### src/rtl/egm_seq_pkg.sv
// Shared types and constants for the EGM stimulus sequencer.
package egm_seq_pkg;

    localparam int LAT_W_DEF   = 16;
    localparam int NUM_W_DEF   = 8;
    localparam int TIMEOUT_DEF = 50000;

    typedef enum logic [1:0] {IDLE, ASSERT, GAP, DONE} seq_state_t;

    // egm_leds = {busy, done_sticky, miss_seen, stimulus}
    localparam int LED_STIM = 0;
    localparam int LED_MISS = 1;
    localparam int LED_DONE = 2;
    localparam int LED_BUSY = 3;

endpackage

### src/rtl/sync_edge_det.sv
// Two-flop synchronizer with a registered rising-edge pulse aligned to the synchronized level.
module sync_edge_det (
    input  logic clk,
    input  logic rst_n,
    input  logic din,
    output logic level,
    output logic rise
);

    logic meta;

    always_ff @(posedge clk or negedge rst_n) begin
        if (!rst_n) begin
            meta  <= 1'b0;
            level <= 1'b0;
            rise  <= 1'b0;
        end else begin
            meta  <= din;
            level <= meta;
            rise  <= meta & ~level;
        end
    end

endmodule

### src/rtl/egm_stim_sequencer.sv
// Issues a train of stimulus pulses to the EGM, times each response edge and
// keeps min/max/sum/miss statistics for the run.
module egm_stim_sequencer
    import egm_seq_pkg::*;
#(
    parameter int LAT_W   = LAT_W_DEF,
    parameter int NUM_W   = NUM_W_DEF,
    parameter int TIMEOUT = TIMEOUT_DEF
) (
    input  logic                   clkin_50,
    input  logic                   rst_n,
    input  logic                   start,
    input  logic                   abort,
    input  logic [LAT_W-1:0]       period,
    input  logic [NUM_W-1:0]       num_events,
    input  logic                   response,
    output logic                   stimulus,
    output logic                   busy,
    output logic                   done,
    output logic                   lat_valid,
    output logic [LAT_W-1:0]       lat_value,
    output logic [LAT_W-1:0]       lat_min,
    output logic [LAT_W-1:0]       lat_max,
    output logic [LAT_W+NUM_W-1:0] lat_sum,
    output logic [NUM_W-1:0]       miss_count,
    output logic [3:0]             egm_leds
);

    localparam int SUM_W = LAT_W + NUM_W;
    localparam logic [LAT_W-1:0] LAT_ONES = '1;
    localparam logic [LAT_W-1:0] LAT_ONE  = LAT_W'(1);
    localparam logic [NUM_W-1:0] NUM_ONE  = NUM_W'(1);
    localparam logic [LAT_W-1:0] TO_LAST  = LAT_W'(TIMEOUT - 1);

    seq_state_t       state, state_n;
    logic [LAT_W-1:0] lat_cnt, per_cnt, period_q;
    logic [NUM_W-1:0] ev_cnt;
    logic             resp_level, resp_rise;
    logic             done_sticky, miss_seen;
    logic             go, degenerate, hit, miss, rearm, kill;

    sync_edge_det u_resp_sync (
        .clk   (clkin_50),
        .rst_n (rst_n),
        .din   (response),
        .level (resp_level),
        .rise  (resp_rise)
    );

    always_ff @(posedge clkin_50 or negedge rst_n) begin
        if (!rst_n) state <= IDLE;
        else        state <= state_n;
    end

    always_comb begin
        state_n    = state;
        go         = 1'b0;
        hit        = 1'b0;
        miss       = 1'b0;
        rearm      = 1'b0;
        degenerate = (num_events == '0) || (period == '0);
        kill       = abort && (state != IDLE);
        case (state)
            IDLE: if (start) begin
                go      = 1'b1;
                state_n = degenerate ? DONE : ASSERT;
            end
            // A response edge in the timeout cycle still counts as answered.
            ASSERT: if (resp_rise) begin
                hit     = 1'b1;
                state_n = GAP;
            end else if (lat_cnt == TO_LAST) begin
                miss    = 1'b1;
                state_n = GAP;
            end
            GAP: if (ev_cnt == '0) begin
                state_n = DONE;
            end else if ((per_cnt >= period_q - LAT_ONE) && !resp_level) begin
                rearm   = 1'b1;
                state_n = ASSERT;
            end
            DONE:    state_n = IDLE;
            default: state_n = IDLE;
        endcase
        if (kill) begin
            state_n = IDLE;
            hit     = 1'b0;
            miss    = 1'b0;
            rearm   = 1'b0;
        end
    end

    always_ff @(posedge clkin_50 or negedge rst_n) begin
        if (!rst_n) begin
            stimulus    <= 1'b0;
            busy        <= 1'b0;
            done        <= 1'b0;
            lat_valid   <= 1'b0;
            lat_value   <= '0;
            lat_min     <= LAT_ONES;
            lat_max     <= '0;
            lat_sum     <= '0;
            miss_count  <= '0;
            done_sticky <= 1'b0;
            miss_seen   <= 1'b0;
            lat_cnt     <= '0;
            per_cnt     <= '0;
            period_q    <= '0;
            ev_cnt      <= '0;
        end else begin
            lat_valid <= 1'b0;
            done      <= (state_n == DONE);
            if (go) begin
                period_q    <= period;
                ev_cnt      <= num_events;
                lat_min     <= LAT_ONES;
                lat_max     <= '0;
                lat_sum     <= '0;
                miss_count  <= '0;
                done_sticky <= 1'b0;
                miss_seen   <= 1'b0;
                lat_cnt     <= '0;
                per_cnt     <= '0;
                busy        <= !degenerate;
                stimulus    <= !degenerate;
            end
            if (state == ASSERT && lat_cnt != LAT_ONES) lat_cnt <= lat_cnt + LAT_ONE;
            if ((state == ASSERT || state == GAP) && per_cnt != LAT_ONES)
                per_cnt <= per_cnt + LAT_ONE;
            if (hit) begin
                lat_value <= lat_cnt;
                lat_valid <= 1'b1;
                if (lat_cnt < lat_min) lat_min <= lat_cnt;
                if (lat_cnt > lat_max) lat_max <= lat_cnt;
                lat_sum <= lat_sum + {{NUM_W{1'b0}}, lat_cnt};
            end
            if (miss) begin
                miss_count <= miss_count + NUM_ONE;
                miss_seen  <= 1'b1;
            end
            if (hit || miss) begin
                stimulus <= 1'b0;
                ev_cnt   <= ev_cnt - NUM_ONE;
            end
            if (rearm) begin
                stimulus <= 1'b1;
                lat_cnt  <= '0;
                per_cnt  <= '0;
            end
            if (state_n == DONE) done_sticky <= 1'b1;
            if (state_n == DONE || kill) busy <= 1'b0;
            if (kill) stimulus <= 1'b0;
        end
    end

    assign egm_leds[LED_BUSY] = busy;
    assign egm_leds[LED_DONE] = done_sticky;
    assign egm_leds[LED_MISS] = miss_seen;
    assign egm_leds[LED_STIM] = stimulus;

    logic [SUM_W-1:0] unused_sum_w;
    assign unused_sum_w = '0;

endmodule

### config.mk
export PLATFORM = sky130hd
export DESIGN_NAME = egm_stim_sequencer
export DESIGN_NICKNAME = d
export VERILOG_FILES = /design/src/rtl/egm_seq_pkg.sv /design/src/rtl/sync_edge_det.sv /design/src/rtl/egm_stim_sequencer.sv
export SDC_FILE = /design/constraint.sdc
export NUM_CORES = 1
export LEC_CHECK = 0
export ABC_CLOCK_PERIOD_IN_PS = 6200
export BUFFER_PORTS_ARGS = -buffer_cell sky130_fd_sc_hd__buf_2
export CAP_MARGIN = 30
export CORE_ASPECT_RATIO = 2
export CORE_MARGIN = 5
export CORE_UTILIZATION = 63
export DETAILED_ROUTE_END_ITERATION = 10
export PLACE_DENSITY = 0.86
export SLEW_MARGIN = 15
export SYNTH_ARGS = -nofsm -noshare
export SYNTH_HDL_FRONTEND = slang
export SYNTH_SLANG_ARGS = --single-unit
### constraint.sdc
create_clock -name clkin_50 -period 6.2 [get_ports clkin_50]
set_clock_uncertainty 0.2 [all_clocks]
set_input_delay 0.62 -clock clkin_50 [delete_from_list [all_inputs] [get_ports clkin_50]]
set_output_delay 0.62 -clock clkin_50 [all_outputs]
set_load 0.005 [all_outputs]
# ---- Yosys cells after proc, flatten, opt, wreduce, memory -nomap -nowiden
# Index checks and enable logic that the tools add are counted.
dict set report op_classes {
  addsub 6
  n_lt_le_gt_ge 3
  eq_ne 7
  n_mux 47
  bitwise_logic 2
  n_reduce_logical 23
}
# operator count
set op_table {}
lappend op_table {{$mux 16} 11}
lappend op_table {{$mux 24} 2}
lappend op_table {{$add 16x1->16 const B} 2}
lappend op_table {{$mux 8} 4}
lappend op_table {{$ne 16x16->1 const B} 2}
lappend op_table {{$add 24x16->24} 1}
lappend op_table {{$mux 1} 22}
lappend op_table {{$eq 16x16->1 const B} 1}
lappend op_table {{$ge 16x16->1} 1}
lappend op_table {{$gt 16x16->1} 1}
lappend op_table {{$logic_not 16->1} 1}
lappend op_table {{$logic_not 8->1} 2}
lappend op_table {{$lt 16x16->1} 1}
lappend op_table {{$sub 16x1->16 const B} 1}
lappend op_table {{$mux 2} 7}
lappend op_table {{$reduce_bool 2->1} 6}
lappend op_table {{$add 8x1->8 const B} 1}
lappend op_table {{$pmux 2 s4} 1}
lappend op_table {{$sub 8x1->8 const B} 1}
lappend op_table {{$eq 2x2->1 const B} 3}
lappend op_table {{$reduce_bool 3->1} 2}
lappend op_table {{$logic_and 1x1->1} 4}
lappend op_table {{$logic_or 1x1->1} 4}
lappend op_table {{$reduce_bool 4->1} 1}
lappend op_table {{other kinds (5)} 6}
dict set report word_totals {
  register_bits 147
  output_inout_bits 88
}

# ---- Depth between registers and ports, before layout
# Gate-level depths: netlist of run 1.
dict set report logic_depth {
  ltp_word 10
  depth_mapped 16
  depth_no_buf 15
}

# ---- By module
# Synthesis of run 1 repeated with hierarchy kept, for this count alone.
dict set report unflattened {
  hier_cells 1034
  hier_area_um2 9252.6
}
# mod instances cells_per_inst area_each_um2 seq_area_each_um2
set by_module_without_submodules {}
lappend by_module_without_submodules {egm_stim_sequencer 1 1030 9163.8 3623.5}
lappend by_module_without_submodules {sync_edge_det 1 4 88.8 75.1}

# ---- Worst setup path before layout of run 1
# Ideal clock, no wire load.
dict set report synth_timing {
  path_kind {reg-to-reg}
  from {register period_q[3]}
  to {register done_sticky}
  setup_ns 0.118
  arrival_time_ns 3.437
  required_ns 5.882
  slack_ns 2.445
  stages_incl_launch_ff 16
  period_less_slack_ns 3.755
  cell_sequence {dfrtp_1 or3_1 nor3_1 nand2b_1 nor3_1 nand2_1 nor4_1 xnor2_1 ha_1 a21oi_1 o21ai_1 a2111oi_2 a311oi_2 a2111oi_2 nor4b_2 a21o_1}
}
dict set report synth_between {
  elab_chain_len 9
  word_cells_on_any_way 10
  classes_between {add/sub (1); order compare (1); eq/ne (1); mux (5); reduce/logical (2)}
}
# item line_no
set synth_rtl {}
lappend synth_rtl {{start: declaration} egm_stim_sequencer.sv:36} ;# logic [LAT_W-1:0] lat_cnt, per_cnt, period_q;
lappend synth_rtl {{start signal: assignment} egm_stim_sequencer.sv:114} ;# period_q <= period;
lappend synth_rtl {{$sub 16x1->16 (*)} egm_stim_sequencer.sv:78} ;# end else if ((per_cnt >= period_q - LAT_ONE) && !resp_level) begin
lappend synth_rtl {{$ge 16x16->1 (*)} egm_stim_sequencer.sv:78}
lappend synth_rtl {{$logic_and 1x1->1 (*)} egm_stim_sequencer.sv:78}
lappend synth_rtl {{$mux 2 (*)} egm_stim_sequencer.sv:78}
lappend synth_rtl {{$mux 2 (*)} egm_stim_sequencer.sv:76} ;# GAP: if (ev_cnt == '0) begin
lappend synth_rtl {{$pmux 2 s4 (*)} egm_stim_sequencer.sv:63} ;# case (state)
lappend synth_rtl {{$mux 2 (*)} egm_stim_sequencer.sv:85} ;# if (kill) begin
lappend synth_rtl {{$eq 2x2->1 (*)} egm_stim_sequencer.sv:150} ;# if (state_n == DONE) done_sticky <= 1'b1;
lappend synth_rtl {{$mux 1 or $reduce_bool 2->1 (tied branches)} --}
lappend synth_rtl {{end signal: assignment} egm_stim_sequencer.sv:104} ;# done_sticky <= 1'b0;
lappend synth_rtl {{end signal: assignment} egm_stim_sequencer.sv:120} ;# done_sticky <= 1'b0;
lappend synth_rtl {{end signal: assignment} egm_stim_sequencer.sv:150}
lappend synth_rtl {{end: declaration} egm_stim_sequencer.sv:39} ;# logic done_sticky, miss_seen;
# Mark *: on every way between the ends. The rest lies on a longest branch, timed or not.
# A chain may end at the register's enable or synchronous reset.

# ---- Worst setup path after layout of run 1
# Same ends and word-level chain as after synthesis.

==> results of run 1 <==
-- per-layer routing --
layer  share of wire (%)  vias to the layer above  wire length [um]  GRT usage (%)
met4                 5.5                        0              1260           16.1
met2                  54                      299             12300           52.1
met5                   0                        -                 0              0
li1                    -                     3733                 -              -
met3                 5.1                       97              1170           4.58
met1                  36                     3840              8170           29.8
-- cell usage after synthesis, types with 5 or more instances --
cell type	n
nand2_1	171
dfrtp_1	131
ha_1	71
nor2_1	59
a21oi_1	53
o21ai_0	53
inv_1	49
nand3_1	48
o21ai_1	22
clkbuf_1	18
xnor2_1	17
buf_2	16
dfstp_2	16
a22o_1	15
nor3_1	15
a21o_1	13
xor2_1	13
and3_1	12
nand2b_1	12
nor4_1	12
or3_1	11
a211oi_1	9
mux2_1	9
nand4_1	9
and4_1	8
nor2b_1	7
buf_4	6
mux2_2	6
mux2i_1	6
nor3b_1	6
a31oi_1	5
a41oi_1	5
o211ai_1	5
or4_1	5
-- final cells by class --
cell class              count  area [um^2]  area share (%)
multi-input cells         748         4860            47.7
well taps                 189          236            2.32
repair buffers            125          667            6.54
clock buffers              17          425            4.17
flip-flops and latches    147         3700            36.3
inverters                  49          184            1.80
clock inverters            15          121            1.19
-- cells in the final DEF, fill, tap and decap left out, drive strengths merged, types with 6 or more instances in the layout --
master and n:
nor3b 7, nand2b 12, ha 71, dfrtp 131
nor4 13, dfstp 16, or3 11, a22o 15
o21ai 76, inv 56, xnor2 17, nor3 18
a21oi 53, nand3 48, clkbuf 17, mux2i 6
nor2 61, and4 8, nand2 174, nand4 9
a21o 13, a211oi 10, mux2 15, and3 12
buf 125, nor2b 7, xor2 13
-- power by group through the flow --
stage	logic, mW	registers (mW)	clock network, mW
floorplan	1.19	1.41	0
global placement	1.51	1.50	0
detailed placement	1.57	1.51	0
CTS	1.60	1.49	0.976
global route	1.81	1.53	1.01
finish	1.61	1.50	0.968
-- worst paths after layout --
| path | startpoint | end | slack, ns | cells past startpoint |
|---|---|---|---|---|
| max in group asynchronous | rst_n | lat_cnt[5] | 4.45 | 2 |
| hold reg to reg | u_resp_sync.meta | u_resp_sync.level | 0.16 | 0 |
| setup / recovery | period_q[3] | done_sticky | 1.97 | 15 |
| hold / removal | rst_n | lat_max[10] | 0.03 | 1 |
| setup reg to reg | period_q[3] | done_sticky | 1.97 | 15 |
| min in group clkin_50 | response | u_resp_sync.meta | 0.09 | 1 |
-- kinds of logic after synthesis --
| logic type | count (synthesis) |
|---|---|
| AOI/OAI and AO/OA | 227 |
| xor gates and xnor gates | 30 |
| adders and majority gates | 72 |
| buffers and inverters | 97 |
| DFF | 147 |
| muxes | 21 |
| and+or+nand+nor | 398 |
-- worst max-delay path: cells and delay by family, from the launching register on --
family	cells	cell delay (ns)
DFF	1	0.41
and+or+nand+nor	7	1.44
AOI/OAI and AO/OA	6	1.61
adders and majority gates	1	0.27
xor gates and xnor gates	1	0.17
-- flip-flops by register name (all words and copies together) (netlist names), 2 cells and up --
signal,flops
ev_cnt,8
lat_cnt,16
lat_max,16
lat_min,16
lat_sum,24
lat_value,16
miss_count,8
per_cnt,16
period_q,16
state,2
==> results.yml, run 1 <==
detailed_routing:
  drtAntennaViolNets: 0
  drt_pass1_iterations: 5
  finalWirelength_um: 22900
  drt-initial-drc-count: 504
  drcViolationCount: 0
  avgRoutedWirePerCell_um: 17.7
  vias: 7969
  viasPerCell: 6.18
synthesis:
  synth.yosys.seq_area_share_pct: 41.1
  synthXorXnorAreaFrac_pct: 2.92
  synthTopCellsByArea: "dfrtp_1, ha_1, nand2_1"
  ys_types: 77
  synth_flop_cell: "dfrtp_1"
  synth_fa_ha_area_share_pct: 10.1
  synth_cells: 992
  yosysWarnings: 0
  syn_avg_cell_area_um2: 9.06
  muxShareOfSynthArea_pct: 2.55
  synth_top_family_by_area: "simple AND/OR/NAND/NOR gates"
  ys_ff_latch: 147
  yosysTopAreaCell: "dfrtp_1"
  async_flop_share_pct: 100
  synth_nets: 1093
  synth-simple-area-share_pct: 21.5
  synth_top_area_share_pct: 36.5
  synth_edf_count: 0
  synth_compound_area_share_pct: 16.9
  syn-cell-area_mm2: 0.00899
timing:
  finalCritPeriodShare_pct: 68.3
  holdWs_ns: 0.0332
  rsz0062_at_grt: "no"
  relSlewSlack_pct: 43.0
  drv_slew: 0
  setup_viol: 0
  finalHoldViolCount: 0
  fin_crit_ns: 4.23
  fmax_mhz: 236
  tightest_slew_ns: 0.855
  worst_slack_ns: 1.97
  tns_ns: 0
global_route:
  antenna_found_initial: 0
  grt_usage_pct: 28.3
  grt_pass1_vias: 8062
  overflow: 0
  grt_max_degree: 88
  grt_first_pass_wirelength_um: 37800
clock_network:
  cts_tree: "done"
  post_cts_buffers: 0
  ctsResizeCount: 0
  cts_buffer_depth: 2
  h-tree-depth: 4
  root_buffer: "clkbuf_16"
  clock_sinks: 147
  cts_hold_buf: 0
  clk_latency_ns: 0.43
  clkSlewWorstSetupHoldPaths_ns: 0.07
  cts_buffers: 17
final_layout:
  final_nets: 1189
  drive_above_1_share_pct: 19.0
  area_growth_pct: 13.4
  fin_area_mm2: 0.0102
  insertedDiodeCount: 0
  fillers: 1034
  final_util_pct: 73.0
  finalNonFillerCells: 1290
floorplan:
  die_w_um: 94.5
  ioPinCount: 117
  die_area_mm2: 0.0169
  dieHeight_um: 179
  start_util_pct: 64.4
  rows: 61
  core-area_mm2: 0.0140
pwr:
  ir_worst_vdd_uv: 291
  p_sw_share_pct: 41.4
  pwr-share-seq_pct: 36.8
  p_per_area_mw_per_mm2: 400
  finalPower_mw: 4.07
  clockPowerShare_pct: 23.8
  p_leak_nw: 5.06
  power_frac_comb_pct: 39.4
  p_int_mw: 2.39
  switchingPower_mw: 1.69
flow_run:
  cap_viol_max_count: 0
critical_path:
  worstSetupEndpointType: "register"
  crit_path_top_delay_cell: "a2111oi_2"
  crit_fanout: 4
  worst_ep_required_time_ns: 6.32
  crit_chain: "or3_1 -> nor3_1 -> nand2b_1 -> nor3_1 -> nand2_1 -> nor4_1 -> xnor2_1 -> ha_1 -> a21oi_1 -> o21ai_1 -> a2111oi_2 -> a311oi_2 -> a2111oi_2 -> nor4b_2 -> a21o_1"
  crit_type: "reg2reg"
  cpPeakStageDelay_ns: 0.50
  crit_arrival_ns: 4.35
  cp-start-kind: "register"
place:
  place.gp.congestion: 0.907
  dp_cells: 1256
  dpl_cell_area_mm2: 0.00962
  dpl.hpwl_um: 16200
  portBuffers: 116
  post-place-ws_ns: 2.02
hold_path:
  hold_class: "in2async"
run_status:
  status: "complete, no violations"
Note: power is estimated with default switching activity, not from simulation.
==> run 2: changes to the inputs <==
--- a/config.mk
+++ b/config.mk
@@ -5,14 +5,14 @@
 export SDC_FILE = /design/constraint.sdc
 export NUM_CORES = 1
 export LEC_CHECK = 0
-export ABC_CLOCK_PERIOD_IN_PS = 6200
+export ABC_CLOCK_PERIOD_IN_PS = 3600
 export BUFFER_PORTS_ARGS = -buffer_cell sky130_fd_sc_hd__buf_2
 export CAP_MARGIN = 30
 export CORE_ASPECT_RATIO = 2
 export CORE_MARGIN = 5
-export CORE_UTILIZATION = 63
+export CORE_UTILIZATION = 53
 export DETAILED_ROUTE_END_ITERATION = 10
-export PLACE_DENSITY = 0.86
+export PLACE_DENSITY = 0.77
 export SLEW_MARGIN = 15
 export SYNTH_ARGS = -nofsm -noshare
 export SYNTH_HDL_FRONTEND = slang
==> constraint.sdc (replaced) <==
create_clock -name clkin_50 -period 3.6 [get_ports clkin_50]
set_clock_uncertainty 0.2 [all_clocks]
set_input_delay 0.36 -clock clkin_50 [delete_from_list [all_inputs] [get_ports clkin_50]]
set_output_delay 0.36 -clock clkin_50 [all_outputs]
set_load 0.005 [all_outputs]
==> run 2 against run 1 <==
Net effect: the flow now finishes with violations (setup timing); first-iteration DRC count decreased by 34%; via count increased by 2.0%; final cell count increased by 5.4%; routed wire length increased by 8.0%; die area increased by 17%; core utilization decreased by 7.1 points; non-clock buffer count increased by 55; critical endpoint unchanged.
==> results.yml, run 2 (synthesis results as in run 1) <==
run_status:
  status: "complete, but fails checks"
  violations: "setup timing"
clock_network:
  cts_buffers: 17
  root_buffer: "clkbuf_16"
  clk_latency_ns: 0.43
  cts_tree: "done"
  clock_sinks: 147
  cts_buffer_depth: 2
  h-tree-depth: 4
  clkSlewWorstSetupHoldPaths_ns: 0.06
timing:
  relSlewSlack_pct: 39.7
  fmax_mhz: 257
  fin_crit_ns: 3.88
  tightest_slew_ns: 0.905
  finalHoldViolCount: 0
  tns_ns: -5.38
  drv_slew: 0
  setup_viol: 37
  finalCritPeriodShare_pct: 108
  worst_slack_ns: -0.284
  rsz0062_at_grt: "yes"
critical_path:
  r2r_start: "period_q[4]"
  worst_ep_required_time_ns: 3.71
  r2r_cells: 16
  r2r-end: "done_sticky"
  worstSetupStartpoint: "period_q[4]"
  worstSetupEndpointType: "register"
  cp-start-kind: "register"
  crit_arrival_ns: 3.99
  crit_type: "reg2reg"
  rrSetupSlack_ns: -0.28
  worstSetupEndpoint: "done_sticky"
  crit_fanout: 3
detailed_routing:
  vias: 8132
  drt_pass1_iterations: 5
  drtAntennaViolNets: 0
  finalWirelength_um: 24700
  viasPerCell: 5.98
  drt-initial-drc-count: 334
  avgRoutedWirePerCell_um: 18.2
  drcViolationCount: 0
final_layout:
  final_util_pct: 65.9
  top_register: "lat_sum"
  layout_common_cells: "nand2_1, dfrtp_1, buf_2, ha_1, o21ai_0"
  drive_above_1_share_pct: 23.2
  final_nets: 1244
  insertedDiodeCount: 0
  area_growth_pct: 22.8
  final_common_cell: "nand2_1"
  largest_register_ffs: 24
floorplan:
  start_util_pct: 53.6
  dieHeight_um: 194
  core-area_mm2: 0.0168
  die_area_mm2: 0.0198
  ioPinCount: 117
  die_w_um: 102
  rows: 67
pwr:
  p_sw_share_pct: 39.3
  p_per_area_mw_per_mm2: 694
  pwr-share-seq_pct: 33.7
  switchingPower_mw: 3.01
  p_leak_nw: 5.41
  p_int_mw: 4.65
  power_frac_comb_pct: 41.3
  ir_worst_vdd_uv: 465
  clockPowerShare_pct: 25.0
  finalPower_mw: 7.67
flow_run:
  cap_viol_max_count: 0
place:
  dpl.hpwl_um: 17200
  portBuffers: 116
  place.gp.congestion: 0.866
global_route:
  grt_max_degree: 79
  grt_pass1_vias: 8399
  antenna_found_initial: 0
  grt_usage_pct: 25.4
  grt_first_pass_wirelength_um: 40200
  overflow: 0
hold_path:
  hold_class: "in2reg"
-- run 2: layer usage --
metal	up-vias	routed length [um]	global-route usage, %
met5	-	0	0
met4	0	1620	16.9
met3	98	1020	3.75
li1	3841	-	-
met1	3936	8650	25.3
met2	257	13400	46.5
-- run 2: what timing repair did --
action | CTS | global route
pin swaps | 23 | 17
hold buffers | 20 | 0
gates cloned | 3 | 1
setup endpoints to repair | 37 | 38
hold endpoints to repair | 87 | 0
gates resized for setup | 31 | 10
buffers inserted | 9 | 5
-- run 2: power by group through the flow --
stage / clock (mW) / sequential, mW / combinational (mW)
2_1_floorplan: 0 / 2.44 / 2.05
3_3_place_gp: 0 / 2.56 / 2.79
3_5_place_dp: 0 / 2.58 / 2.88
4_1_cts: 1.94 / 2.56 / 3.07
5_1_grt: 2.00 / 2.63 / 3.52
6_report: 1.92 / 2.58 / 3.17
-- run 2: how the worst min path moves through the flow --
stage,to,cells past startpoint,from
floorplan,busy,0,rst_n
global placement,u_resp_sync.level,0,u_resp_sync.meta
detailed placement,u_resp_sync.level,0,u_resp_sync.meta
CTS,ev_cnt[7],3,num_events[7]
global route,ev_cnt[7],3,num_events[7]
finish,ev_cnt[7],3,num_events[7]
-- run 2: final cells by class --
type	instances	area (um^2)
fill	1398	5720
timing repair buffer	180	1210
sequential	147	3700
tap	207	259
clock buffer	19	443
multi-input combinational	748	5070
clock inverter	10	184
inverter	49	184
-- run 2: stage by stage --
step,worst slack [ns],cells,hold slack [ns],instance area (um^2)
CTS,-0.316,1356,0.00143,11000
global route,-0.496,1360,0.0152,11000
finish,-0.284,1360,0.00618,11000
floorplan,0.0287,992,-0.136,9010
detailed placement,-0.315,1295,0.166,9850
global placement,-0.218,1295,0.159,9850
-- run 2: worst max-delay path: stages, from the launching register on --
cell and delay, ns:
dfrtp_1 0.40, or3_4 0.39, nor3_4 0.14, nand2b_1 0.10, nor3_2 0.15, nand2_2 0.12, nor3_2 0.14, xnor2_1 0.16
ha_1 0.30, a21oi_2 0.20, o21ai_4 0.10, a2111oi_4 0.38, a311oi_4 0.15, buf_4 0.18, a2111oi_4 0.38, nor4b_4 0.10
a21o_1 0.17
==> run 3: changes to the inputs <==
--- a/config.mk
+++ b/config.mk
@@ -13,7 +13,9 @@
 export CORE_UTILIZATION = 53
 export DETAILED_ROUTE_END_ITERATION = 10
 export PLACE_DENSITY = 0.77
+export SETUP_SLACK_MARGIN = 0.4
 export SLEW_MARGIN = 15
 export SYNTH_ARGS = -nofsm -noshare
 export SYNTH_HDL_FRONTEND = slang
 export SYNTH_SLANG_ARGS = --single-unit
+export TNS_END_PERCENT = 50
==> run 3 against run 2 <==
Net effect: the run still ends with setup timing left; final cell count decreased by 0.51%; die area unchanged; fmax increased by 3.6%; largest power group unchanged; flip-flop and latch count unchanged; total power decreased by 4.5%; register-to-register slack improved by 0.13 ns; clock power decreased by 11%; sequential power about the same; highest routed layer unchanged; design area decreased by 2.0%; combinational power decreased by 3%; core utilization decreased by 1.3 points; non-clock buffer count decreased by 10.
==> results.yml, run 3 (synthesis results as in run 1) <==
detailed_routing:
  drt_pass1_iterations: 5
  viasPerCell: 6.00
  vias: 8113
  drtAntennaViolNets: 0
  avgRoutedWirePerCell_um: 17.9
  finalWirelength_um: 24300
  drt-initial-drc-count: 293
  drcViolationCount: 0
final_layout:
  layout_common_cells: "nand2_1, dfrtp_1, buf_2, ha_1, nor2_1"
  finalNonFillerCells: 1353
  final_nets: 1234
  top_register: "lat_sum"
  insertedDiodeCount: 0
  final_util_pct: 64.6
  final_common_cell: "nand2_1"
  area_growth_pct: 20.4
  largest_register_ffs: 24
  drive_above_1_share_pct: 22.5
  fillers: 1444
clock_network:
  clk_latency_ns: 0.43
  h-tree-depth: 4
  root_buffer: "clkbuf_16"
  post_cts_buffers: 0
  cts_buffer_depth: 2
  cts_tree: "done"
  clkSlewWorstSetupHoldPaths_ns: 0.07
  clock_sinks: 147
  cts_buffers: 17
critical_path:
  crit_arrival_ns: 3.85
  cp-start-kind: "register"
  r2r-end: "per_cnt[8]"
  crit_type: "reg2reg"
  worstSetupEndpointType: "register"
  crit_fanout: 16
  rrSetupSlack_ns: -0.15
  worst_ep_required_time_ns: 3.71
  worstSetupEndpoint: "per_cnt[8]"
  r2r_cells: 15
  worstSetupStartpoint: "period_q[3]"
  r2r_start: "period_q[3]"
global_route:
  grt_max_degree: 100
  grt_usage_pct: 25.0
  overflow: 0
  use_met2_pct: 45.8
  use_met3_pct: 3.60
  grt_first_pass_wirelength_um: 39500
  met1_usage_pct: 26.2
  grt_pass1_vias: 8281
  grt_most_used_layer: "met2"
  antenna_found_initial: 0
pwr:
  switchingPower_mw: 3.03
  p_sw_share_pct: 41.4
  pwr-share-seq_pct: 34.9
  ir_worst_vdd_uv: 423
  p_int_mw: 4.29
  power_frac_comb_pct: 41.8
  clockPowerShare_pct: 23.3
  p_leak_nw: 5.32
  p_per_area_mw_per_mm2: 676
timing:
  worst_slack_ns: -0.149
  finalHoldViolCount: 0
  drv_slew: 0
  rsz0062_at_grt: "yes"
  relSlewSlack_pct: 39.8
  tns_ns: -4.70
  finalCritPeriodShare_pct: 104
  fmax_mhz: 267
  tightest_slew_ns: 0.903
  setup_viol: 36
  fin_crit_ns: 3.75
floorplan:
  die_area_mm2: 0.0198
  ioPinCount: 117
  start_util_pct: 53.6
  die_w_um: 102
  rows: 67
  dieHeight_um: 194
  core-area_mm2: 0.0168
place:
  dpl.hpwl_um: 17600
  dp_cells: 1300
  portBuffers: 116
  post-place-ws_ns: -0.258
  place.gp.congestion: 0.898
run_status:
  status: "complete, but fails checks"
  violations: "setup timing"
hold_path:
  hold_class: "in2reg"
flow_run:
  cap_viol_max_count: 0
run 3: changes by cell type in the layout (fill, tap and decap cells not counted), moves of 4 or more:
cell	before	now
inv_6	0	9
buf_4	37	31
nor2_1	52	58
bufinv_16	5	0
nor2_2	6	2
run 3: power groups by stage:
stage / Combinational [mW] / Sequential, mW / Clock (mW)
2_1_floorplan: 2.08 / 2.44 / 0
3_3_place_gp: 2.88 / 2.55 / 0
3_5_place_dp: 2.97 / 2.56 / 0
4_1_cts: 3.05 / 2.54 / 1.74
5_1_grt: 3.41 / 2.61 / 1.82
6_report: 3.06 / 2.55 / 1.71
run 3: worst max-delay path: stages, from the launching register on:
cell,delay [ns]
dfrtp_1,0.38
or3_4,0.41
nor3_4,0.13
nand2b_1,0.11
nor3_2,0.16
nand2_2,0.11
nor2_2,0.11
xnor2_1,0.07
ha_1,0.30
and4_1,0.22
o31ai_1,0.07
or3_1,0.35
a311oi_4,0.40
and4_4,0.38
buf_16,0.18
a211oi_2,0.05
run 3: worst min path at each step:
stage,from,cells after the start,to,slack [ns]
floorplan,rst_n,0,busy,-0.14
global placement,u_resp_sync.meta,0,u_resp_sync.level,0.16
detailed placement,u_resp_sync.meta,0,u_resp_sync.level,0.16
CTS,num_events[3],3,ev_cnt[3],0.008
global route,num_events[3],3,ev_cnt[3],0.02
finish,num_events[3],3,ev_cnt[3],0.01
run 3: stage by stage:
stage	cell area, um^2	hold slack, ns	total power [mW]
finish	10800	0.0104	7.32
global route	10800	0.0155	7.83
CTS	10800	0.00844	7.33
detailed placement	9930	0.163	5.53
global placement	9930	0.161	5.43
floorplan	9080	-0.136	4.52
run 3: routing by layer:
| metal | up-vias | wire (um) | part of all wire, % |
|---|---|---|---|
| met4 | 0 | 1090 | 4.5 |
| met2 | 255 | 13500 | 55 |
| li1 | 3809 | - | - |
| met3 | 74 | 983 | 4.1 |
| met1 | 3975 | 8740 | 36 |
| met5 | - | 0 | 0 |
run 3: area by class of cell:
class / instances / area (um^2) / area share, %
Tap cell: 207 / 259 / 2.39
Clock inverter: 15 / 134 / 1.24
Inverter: 49 / 188 / 1.73
Timing Repair Buffer: 170 / 1120 / 10.3
Multi-Input combinational cell: 748 / 5000 / 46.2
Clock buffer: 17 / 425 / 3.93
Sequential cell: 147 / 3700 / 34.2
run 3: timing repair:
action | CTS | global route
pin swaps | 4 | 3
gates cloned | 1 | 1
hold buffers | 18 | 0
setup endpoints to repair | 38 | 49
resized for setup | 12 | 3
hold endpoints to repair | 101 | 0
